===== src/rtl/button_conditioner.sv =====
// Turns the raw right/left/drop push-buttons into clean single-cycle game pulses.
// Each button goes through a synchroniser, a debouncer and an edge detector; left/right also auto-repeat.
module button_conditioner #(
   parameter int DEBOUNCE_CYCLES = 250_000,
   parameter int REPEAT_DELAY    = 12_500_000,
   parameter int REPEAT_PERIOD   = 5_000_000,
   parameter bit REPEAT_EN       = 1'b1
) (
   input  logic       clk_25MHz,
   input  logic       rst_n,
   input  logic       btn_right_raw,
   input  logic       btn_left_raw,
   input  logic       btn_drop_raw,
   output logic       move_right,
   output logic       move_left,
   output logic       drop_piece,
   output logic [2:0] btn_level,
   output logic [3:0] fsm_state
);

   localparam int DB_W   = (DEBOUNCE_CYCLES > 1) ? $clog2(DEBOUNCE_CYCLES) : 1;
   localparam int RCNT_W = (REPEAT_DELAY > 1) ? $clog2(REPEAT_DELAY) : 1;
   localparam logic [DB_W-1:0]   DB_LAST     = DB_W'(DEBOUNCE_CYCLES - 1);
   localparam logic [RCNT_W-1:0] DELAY_LAST  = RCNT_W'(REPEAT_DELAY - 1);
   localparam logic [RCNT_W-1:0] PERIOD_LAST = RCNT_W'(REPEAT_PERIOD - 1);

   typedef enum logic [1:0] {
      IDLE   = 2'd0,
      DELAY  = 2'd1,
      REPEAT = 2'd2
   } move_state_e;

   // Bit order everywhere: [0] right, [1] left, [2] drop.
   logic [2:0]        raw;
   logic [2:0]        sync1;
   logic [2:0]        sync2;
   logic [2:0]        level;
   logic [2:0]        level_d;
   logic [2:0]        rise;
   logic [DB_W-1:0]   db_cnt [3];

   move_state_e       state_q [2];
   move_state_e       state_d [2];
   logic [RCNT_W-1:0] rcnt_q [2];
   logic [RCNT_W-1:0] rcnt_d [2];
   logic [1:0]        pulse_d;

   assign raw       = {btn_drop_raw, btn_left_raw, btn_right_raw};
   assign rise      = level & ~level_d;
   assign btn_level = level;
   assign fsm_state = {state_q[1], state_q[0]};

   // Everything resets to "pressed" so a button held through reset never fires.
   always_ff @(posedge clk_25MHz or negedge rst_n) begin
      if (!rst_n) begin
         sync1   <= 3'b111;
         sync2   <= 3'b111;
         level   <= 3'b111;
         level_d <= 3'b111;
         for (int i = 0; i < 3; i++) db_cnt[i] <= '0;
      end else begin
         sync1   <= raw;
         sync2   <= sync1;
         level_d <= level;
         for (int i = 0; i < 3; i++) begin
            if (sync2[i] == level[i]) begin
               db_cnt[i] <= '0;
            end else if (db_cnt[i] == DB_LAST) begin
               level[i]  <= sync2[i];
               db_cnt[i] <= '0;
            end else begin
               db_cnt[i] <= db_cnt[i] + DB_W'(1);
            end
         end
      end
   end

   always_comb begin
      for (int i = 0; i < 2; i++) begin
         state_d[i] = state_q[i];
         rcnt_d[i]  = rcnt_q[i];
         pulse_d[i] = 1'b0;
         case (state_q[i])
            IDLE: begin
               if (rise[i]) begin
                  pulse_d[i] = 1'b1;
                  rcnt_d[i]  = '0;
                  state_d[i] = DELAY;
               end
            end
            DELAY: begin
               if (!level[i]) begin
                  state_d[i] = IDLE;
               end else if (REPEAT_EN) begin
                  if (rcnt_q[i] == DELAY_LAST) begin
                     pulse_d[i] = 1'b1;
                     rcnt_d[i]  = '0;
                     state_d[i] = REPEAT;
                  end else begin
                     rcnt_d[i] = rcnt_q[i] + RCNT_W'(1);
                  end
               end
            end
            REPEAT: begin
               if (!level[i]) begin
                  state_d[i] = IDLE;
               end else if (rcnt_q[i] == PERIOD_LAST) begin
                  pulse_d[i] = 1'b1;
                  rcnt_d[i]  = '0;
               end else begin
                  rcnt_d[i] = rcnt_q[i] + RCNT_W'(1);
               end
            end
            default: state_d[i] = IDLE;
         endcase
      end
   end

   // Move pulses are masked (not delayed) while the opposite button is held.
   always_ff @(posedge clk_25MHz or negedge rst_n) begin
      if (!rst_n) begin
         for (int i = 0; i < 2; i++) begin
            state_q[i] <= IDLE;
            rcnt_q[i]  <= '0;
         end
         move_right <= 1'b0;
         move_left  <= 1'b0;
         drop_piece <= 1'b0;
      end else begin
         for (int i = 0; i < 2; i++) begin
            state_q[i] <= state_d[i];
            rcnt_q[i]  <= rcnt_d[i];
         end
         move_right <= pulse_d[0] & ~level[1];
         move_left  <= pulse_d[1] & ~level[0];
         drop_piece <= rise[2];
      end
   end

endmodule


===== config.mk =====
export PLATFORM = sky130hd
export DESIGN_NAME = button_conditioner
export DESIGN_NICKNAME = d
export VERILOG_FILES = /design/src/rtl/button_conditioner.sv
export SDC_FILE = /design/constraint.sdc
export NUM_CORES = 1
export LEC_CHECK = 0
export ABC_CLOCK_PERIOD_IN_PS = 3000
export BUFFER_PORTS_ARGS = -buffer_cell sky130_fd_sc_hd__buf_2
export CAP_MARGIN = 20
export CORE_UTILIZATION = 63
export CTS_CLUSTER_DIAMETER = 200
export CTS_CLUSTER_SIZE = 8
export DETAILED_ROUTE_END_ITERATION = 16
export PLACE_DENSITY = 0.81
export SLEW_MARGIN = 0
export SYNTH_ARGS = -nofsm -noshare
export SYNTH_HDL_FRONTEND = slang
export SYNTH_SLANG_ARGS = --single-unit

===== constraint.sdc =====
create_clock -name clk_25MHz -period 3 [get_ports clk_25MHz]
set_clock_uncertainty 0.15 [all_clocks]
set_input_delay 0.15 -clock clk_25MHz [delete_from_list [all_inputs] [get_ports clk_25MHz]]
set_output_delay 0.15 -clock clk_25MHz [all_outputs]
set_load 0.03 [all_outputs]

==> impl_metrics.csv, run 1 <==
group,metric,value,unit
floorplanning,die_area,0.0108,mm^2
timing,post-route-min-period,2.75,ns
clocking,clock_latency,0.53,ns
yosys,ys_ff_latch,121,
place,hpwl,9180,um
yosys,synth.distinct_cells,63,
power_and_ir_drop,p_seq_share,45.6,%
timing,slew_headroom,44.0,%
setup_path,critPathLaunchType,"flip-flop",
clocking,clockRootBuffer,"clkbuf_8",
power_and_ir_drop,power_frac_clock,52.6,%
finish,nets,711,
finish,num_antenna_cells,0,
power_and_ir_drop,p_sw_share,21.7,%
power_and_ir_drop,p_leak,0.00295,uW
clocking,clk_pin_slew_worst_paths,0.06,ns
yosys,post-synth-top-area-cell,"dfrtp_1",
route,firstDrtPassIters,6,
route,via_count,5233,
setup_path,path_class,"reg2reg",
global_routing,grt_pass1_vias,5213,
clocking,cts_tree,"built",
clocking,cts.repair.resized,0,
clocking,cts_buffer_depth,2,
floorplanning,rows,36,
route,drt_iter0_drc,266,
yosys,yosys_warnings,0,
yosys,syn_area_per_cell,9.67,um^2
route,via_per_inst,6.24,
timing,tightest_slew,0.839,ns
global_routing,globalRouteOverflowTotal,0,
flow_run,cap_violations,0,
timing,period_share,91.6,%
clocking,cts.sinks,121,
setup_path,cp.required,3.28,ns
timing,finalHoldViolCount,0,
global_routing,grt_antenna_before_repair,0,
finish,drive_gt1_share,11.9,%
clocking,post_cts_buffers,0,
yosys,ys_seq_area_share,46.6,%
timing,rsz0062_at_grt,"false",
yosys,synth_edf_count,0,
power_and_ir_drop,power.internal,2860,uW
setup_path,cp-startpoint,"fsm_state[2]$_DFFE_PN0P_",
yosys,netlist_top_cells_area,"dfrtp_1, xor2_1, dfstp_2",
clocking,htree_levels,4,
route,postRouteWirelength,13900,um
floorplanning,die_w,104,um
place,placed_cells,803,
yosys,synthFlopType,"dfrtp_1",
route,routedWlPerCell,16.6,um
timing,drv_slew,0,
global_routing,grt_util_all_layers,28.0,%
global_routing,grt_pass1_wl,24100,um
place,placed_area,0.00670,mm^2
floorplanning,ioPinCount,15,
route,ant_nets,0,
worst_hold_path,hp-class,"in2async",
yosys,synth_area,0.00653,mm^2
power_and_ir_drop,p_total,3650,uW
place,place_congestion,0.933,
setup_path,critical_path_arrival,3.03,ns
floorplanning,start_util,65.9,%
power_and_ir_drop,p_comb_share,1.9,%
yosys,synthesis.instances,675,
floorplanning,core_region_area,0.00991,mm^2
power_and_ir_drop,powerDensity,499,mW/mm^2
setup_path,path_max_fanout,9,
clocking,cts_buffers,17,
yosys,synth_top_area_share,41.8,%
timing,timing.fmax,364,MHz
outcome,status,"complete, no violations",
yosys,synth_nets,693,
place,portBuffers,14,
setup_path,endpoint_kind,"flip-flop",
finish,final_cell_count_no_fill,839,
timing,setup_tns,0,ns
finish,syn_to_final_growth,12.0,%
timing,finalSetupViolCount,0,
setup_path,r2r-start,"fsm_state[2]$_DFFE_PN0P_",
power_and_ir_drop,p_sw,792,uW
yosys,async_flop_share,100,%
power_and_ir_drop,irDropWorstVdd,0.490,mV
global_routing,grt_max_degree,76,
finish,design_area,0.00731,mm^2
floorplanning,die_y,104,um
route,route.detailed.drc,0,
==> synth_stat cells, types with 2 or more instances <==
cell type	n
nand4b_1	4
nor4b_1	6
clkbuf_1	11
nand4_1	23
nor2b_1	5
a21oi_1	21
nor2_1	79
o21a_1	2
and4_1	5
o21ai_1	4
inv_1	17
and3_1	7
o21ai_0	11
mux2_2	3
o2111ai_1	12
nor3_1	15
nor4_1	22
dfrtp_1	109
o211ai_1	17
dfstp_2	12
xnor2_1	36
xor2_1	37
o221ai_1	3
o31a_1	3
nand3b_1	3
nand2b_1	11
and2_1	2
and3b_1	2
nand3_1	42
nor4_2	3
nor4_4	3
o311ai_1	3
or3_1	13
a22oi_1	6
buf_4	5
o21ba_2	2
buf_2	10
or4_1	2
ha_1	13
nand2_1	67
or4_4	2
==> kinds of logic after synthesis <==
kind of cell / Yosys count / share of synthesized area, %
muxes: 4 / 0.671
AOI/OAI and AO/OA: 94 / 10.2
buffers and inverters: 43 / 2.95
and+or+nand+nor: 327 / 27.3
DFF: 121 / 46.6
adders and majority gates: 13 / 2.49
xor gates and xnor gates: 73 / 9.79
==> registers in the layout (all words and copies together) (netlist names), 3 cells and up <==
| register | count |
|---|---|
| db_cnt | 54 |
| rcnt_q | 48 |
| fsm_state | 4 |
| btn_level | 3 |
| level_d | 3 |
| sync1 | 3 |
| sync2 | 3 |
==> power by group through the flow <==
stage	logic [uW]	clock network (uW)	registers (uW)
2_1_floorplan	25.6	0	1690
3_3_place_gp	64.9	0	1690
3_5_place_dp	67.6	0	1690
4_1_cts	72.7	1940	1660
5_1_grt	82.5	2010	1660
6_report	69.1	1920	1660
==> worst max-delay path, cell delays in order, from the launching register on <==
cell,delay (ns)
dfrtp_1,0.42
inv_1,0.10
ha_1,0.28
o21ba_2,0.24
o21ai_1,0.35
nand4b_1,0.38
or3_1,0.49
a22oi_1,0.22
==> routing by layer <==
metal / GRT usage [%] / vias to the layer above / share of wire [%]
li1: - / 2470 / -
met1: 35.5 / 2554 / 43
met2: 45.5 / 171 / 49
met3: 6.17 / 38 / 5.6
met4: 14.3 / 0 / 2.5
met5: 0 / - / 0
==> what timing repair did <==
action,CTS,global route
endpoints found under the setup margin,0,0
hold buffers,4,0
hold endpoints to repair,49,0
==> through the flow <==
| step | setup slack, ns | hold WS, ns | util [%] |
|---|---|---|---|
| finish | 0.251 | 0.0165 | 73.8 |
| global placement | 0.523 | 0.0442 | 67.7 |
| CTS | 0.323 | 0.0419 | 73.8 |
| detailed placement | 0.418 | 0.0470 | 67.7 |
| global route | 0.106 | 0.0888 | 73.8 |
| floorplan | 0.541 | -0.296 | - |
==> cells in the final DEF (no fill, tap or decap), drive strengths merged, types with 13 or more instances in the layout <==
| master | synthesis | routed |
|---|---|---|
| nand4 | 24 | 24 |
| nand2 | 67 | 67 |
| o21ai | 17 | 17 |
| nor2 | 79 | 79 |
| xnor2 | 36 | 36 |
| dfrtp | 109 | 109 |
| clkbuf | 11 | 23 |
| xor2 | 37 | 37 |
| buf | 15 | 21 |
| a21oi | 22 | 22 |
| nor3 | 15 | 15 |
| ha | 13 | 13 |
| nor4 | 28 | 28 |
| inv | 17 | 18 |
| or3 | 13 | 13 |
| o211ai | 17 | 17 |
| nand3 | 42 | 42 |
==> final cells by class <==
type / count / area (um^2)
fill: 687 / 2600
multi-input combinational: 511 / 3290
clock inverter: 9 / 90.1
sequential: 121 / 3040
tap: 133 / 166
clock buffer: 23 / 477
inverter: 17 / 63.8
timing repair buffer: 25 / 178
==> worst paths after layout <==
kind,cells past startpoint,slack (ns),endpoint
worst min-delay path,2,0.02,rcnt_q[13]$_DFFE_PN0P_
min in group clk_25MHz,2,0.11,sync1[0]$_DFF_PN1_
worst min register to register,0,0.21,sync2[1]$_DFF_PN1_
worst max register to register,7,0.25,rcnt_q[17]$_DFFE_PN0P_
max in group asynchronous,3,1.86,sync2[2]$_DFF_PN1_
worst max-delay path,7,0.25,rcnt_q[17]$_DFFE_PN0P_
Power figures use the tool's default switching activity.
==> run 2: changes to the inputs <==
- BUFFER_PORTS_ARGS: -buffer_cell sky130_fd_sc_hd__buf_2 -> -buffer_cell sky130_fd_sc_hd__clkbuf_2
- SKIP_LAST_GASP: unset -> 1
==> impl_metrics.csv, run 2 (synthesized netlist as in run 1, its figures left out) <==
group,metric,value,unit
setup_path,cp.required,3.29,ns
power_and_ir_drop,p_sw,802,uW
power_and_ir_drop,p_comb_share,1.8,%
worst_hold_path,hp-class,"in2async",
timing,timing.fmax,383,MHz
setup_path,r2r_slack,0.39,ns
setup_path,critPathLaunchType,"flip-flop",
place,place_congestion,0.856,
floorplanning,core_region_area,0.00991,mm^2
floorplanning,die_area,0.0108,mm^2
route,via_count,5323,
floorplanning,rows,36,
clocking,cts_buffers,17,
finish,largest-register,"db_cnt",
finish,mostFrequentLayoutCells,"dfrtp_1, nor2_1, nand2_1",
outcome,status,"complete, no violations",
global_routing,globalRouteOverflowTotal,0,
power_and_ir_drop,irDropWorstVdd,0.460,mV
clocking,clock_latency,0.53,ns
power_and_ir_drop,power_frac_clock,55.1,%
timing,drv_slew,0,
setup_path,r2r-end,"rcnt_q[33]$_DFFE_PN0P_",
route,ant_nets,0,
clocking,clockRootBuffer,"clkbuf_8",
floorplanning,start_util,65.9,%
place,hpwl,9120,um
timing,setup_tns,0,ns
finish,syn_to_final_growth,12.9,%
power_and_ir_drop,power.internal,3060,uW
setup_path,rr_worst_depth,7,
place,portBuffers,14,
setup_path,path_max_fanout,9,
clocking,cts_buffer_depth,2,
floorplanning,die_y,104,um
finish,final_common_cell,"dfrtp_1",
timing,finalHoldViolCount,0,
power_and_ir_drop,powerDensity,524,mW/mm^2
timing,slew_headroom,49.2,%
timing,period_share,86.9,%
route,postRouteWirelength,14200,um
route,firstDrtPassIters,5,
clocking,cts.sinks,121,
route,drt_iter0_drc,294,
global_routing,grt_pass1_wl,24300,um
finish,drive_gt1_share,12.3,%
finish,utilization,74.4,%
setup_path,endpoint_kind,"flip-flop",
timing,post-route-min-period,2.61,ns
clocking,clk_pin_slew_worst_paths,0.06,ns
timing,tightest_slew,0.762,ns
finish,largest_reg_flops,54,
timing,rsz0062_at_grt,"false",
route,via_per_inst,6.33,
power_and_ir_drop,p_seq_share,43.1,%
clocking,cts_tree,"built",
global_routing,grt_max_degree,64,
route,route.detailed.drc,0,
power_and_ir_drop,p_leak,0.00297,uW
setup_path,critical_path_arrival,2.90,ns
clocking,htree_levels,4,
floorplanning,die_w,104,um
global_routing,grt_util_all_layers,28.3,%
power_and_ir_drop,p_sw_share,20.8,%
floorplanning,ioPinCount,15,
setup_path,r2r-start,"fsm_state[0]$_DFFE_PN0P_",
finish,nets,714,
flow_run,cap_violations,0,
route,routedWlPerCell,16.9,um
global_routing,grt_antenna_before_repair,0,
timing,finalSetupViolCount,0,
setup_path,path_class,"reg2reg",
finish,num_antenna_cells,0,
global_routing,grt_pass1_vias,5158,
-- run 2: changes by cell type in the layout (fill, tap and decap cells not counted), sizes merged --
cell,previous run,this run
inv,18,17
bufinv,1,4
clkbuf,23,33
buf,21,11
-- run 2: worst max-delay path, cell delays in order, from the launching register on --
cell	delay [ns]
dfrtp_1	0.45
inv_1	0.09
ha_1	0.29
o21ba_2	0.25
o21ai_1	0.39
nand2b_1	0.32
or3_1	0.41
o211ai_1	0.17
-- run 2: cell type report --
class	instances	area (um^2)
Timing Repair Buffer	28	188
Clock buffer	20	445
Inverter	17	63.8
Tap cell	133	166
Fill cell	686	2540
Multi-Input combinational cell	511	3290
Sequential cell	121	3040
Clock inverter	11	171
-- run 2: what timing repair did --
action,in CTS,in global routing
setup buffers,0,0
endpoints found under the hold margin,63,0
gates resized for setup,0,0
hold buffers,4,0
-- run 2: through the flow --
step	power [uW]	std cells	area [um^2]	worst slack, ns	hold WS (ns)
final	3860	841	7370	0.392	0.0857
after global routing	3960	841	7370	0.195	0.0971
after CTS	3880	841	7370	0.388	0.0810
after detailed placement	1760	806	6710	0.401	0.0888
after global placement	1750	806	6710	0.545	0.0877
after floorplan	1710	675	6530	0.541	-0.296
-- run 2: power groups by stage --
| stage | registers, uW | clock network (uW) | logic [uW] |
|---|---|---|---|
| after floorplan | 1690 | 0 | 25.6 |
| after global placement | 1690 | 0 | 65.0 |
| after detailed placement | 1690 | 0 | 68.1 |
| after CTS | 1660 | 2140 | 73.9 |
| after global routing | 1660 | 2210 | 84.3 |
| final | 1660 | 2130 | 71.0 |
-- run 2: worst max-delay path by stage --
stage                             start                     end  depth (start not counted)
6_report       fsm_state[0]$_DFFE_PN0P_  rcnt_q[33]$_DFFE_PN0P_                          7
5_1_grt        fsm_state[2]$_DFFE_PN0P_  rcnt_q[13]$_DFFE_PN0P_                          7
4_1_cts        fsm_state[0]$_DFFE_PN0P_  rcnt_q[33]$_DFFE_PN0P_                          7
3_5_place_dp   fsm_state[0]$_DFFE_PN0P_  rcnt_q[33]$_DFFE_PN0P_                          7
3_3_place_gp   fsm_state[0]$_DFFE_PN0P_  rcnt_q[33]$_DFFE_PN0P_                          7
2_1_floorplan  fsm_state[2]$_DFFE_PN0P_  rcnt_q[21]$_DFFE_PN0P_                          8
-- run 2: layer usage --
metal / vias up / global-route usage (%) / share of wire (%)
met5: - / 0 / 0
met4: 0 / 11.9 / 2.0
met3: 29 / 7.43 / 5.9
met2: 174 / 45.4 / 49
met1: 2636 / 36.4 / 43
li1: 2484 / - / -
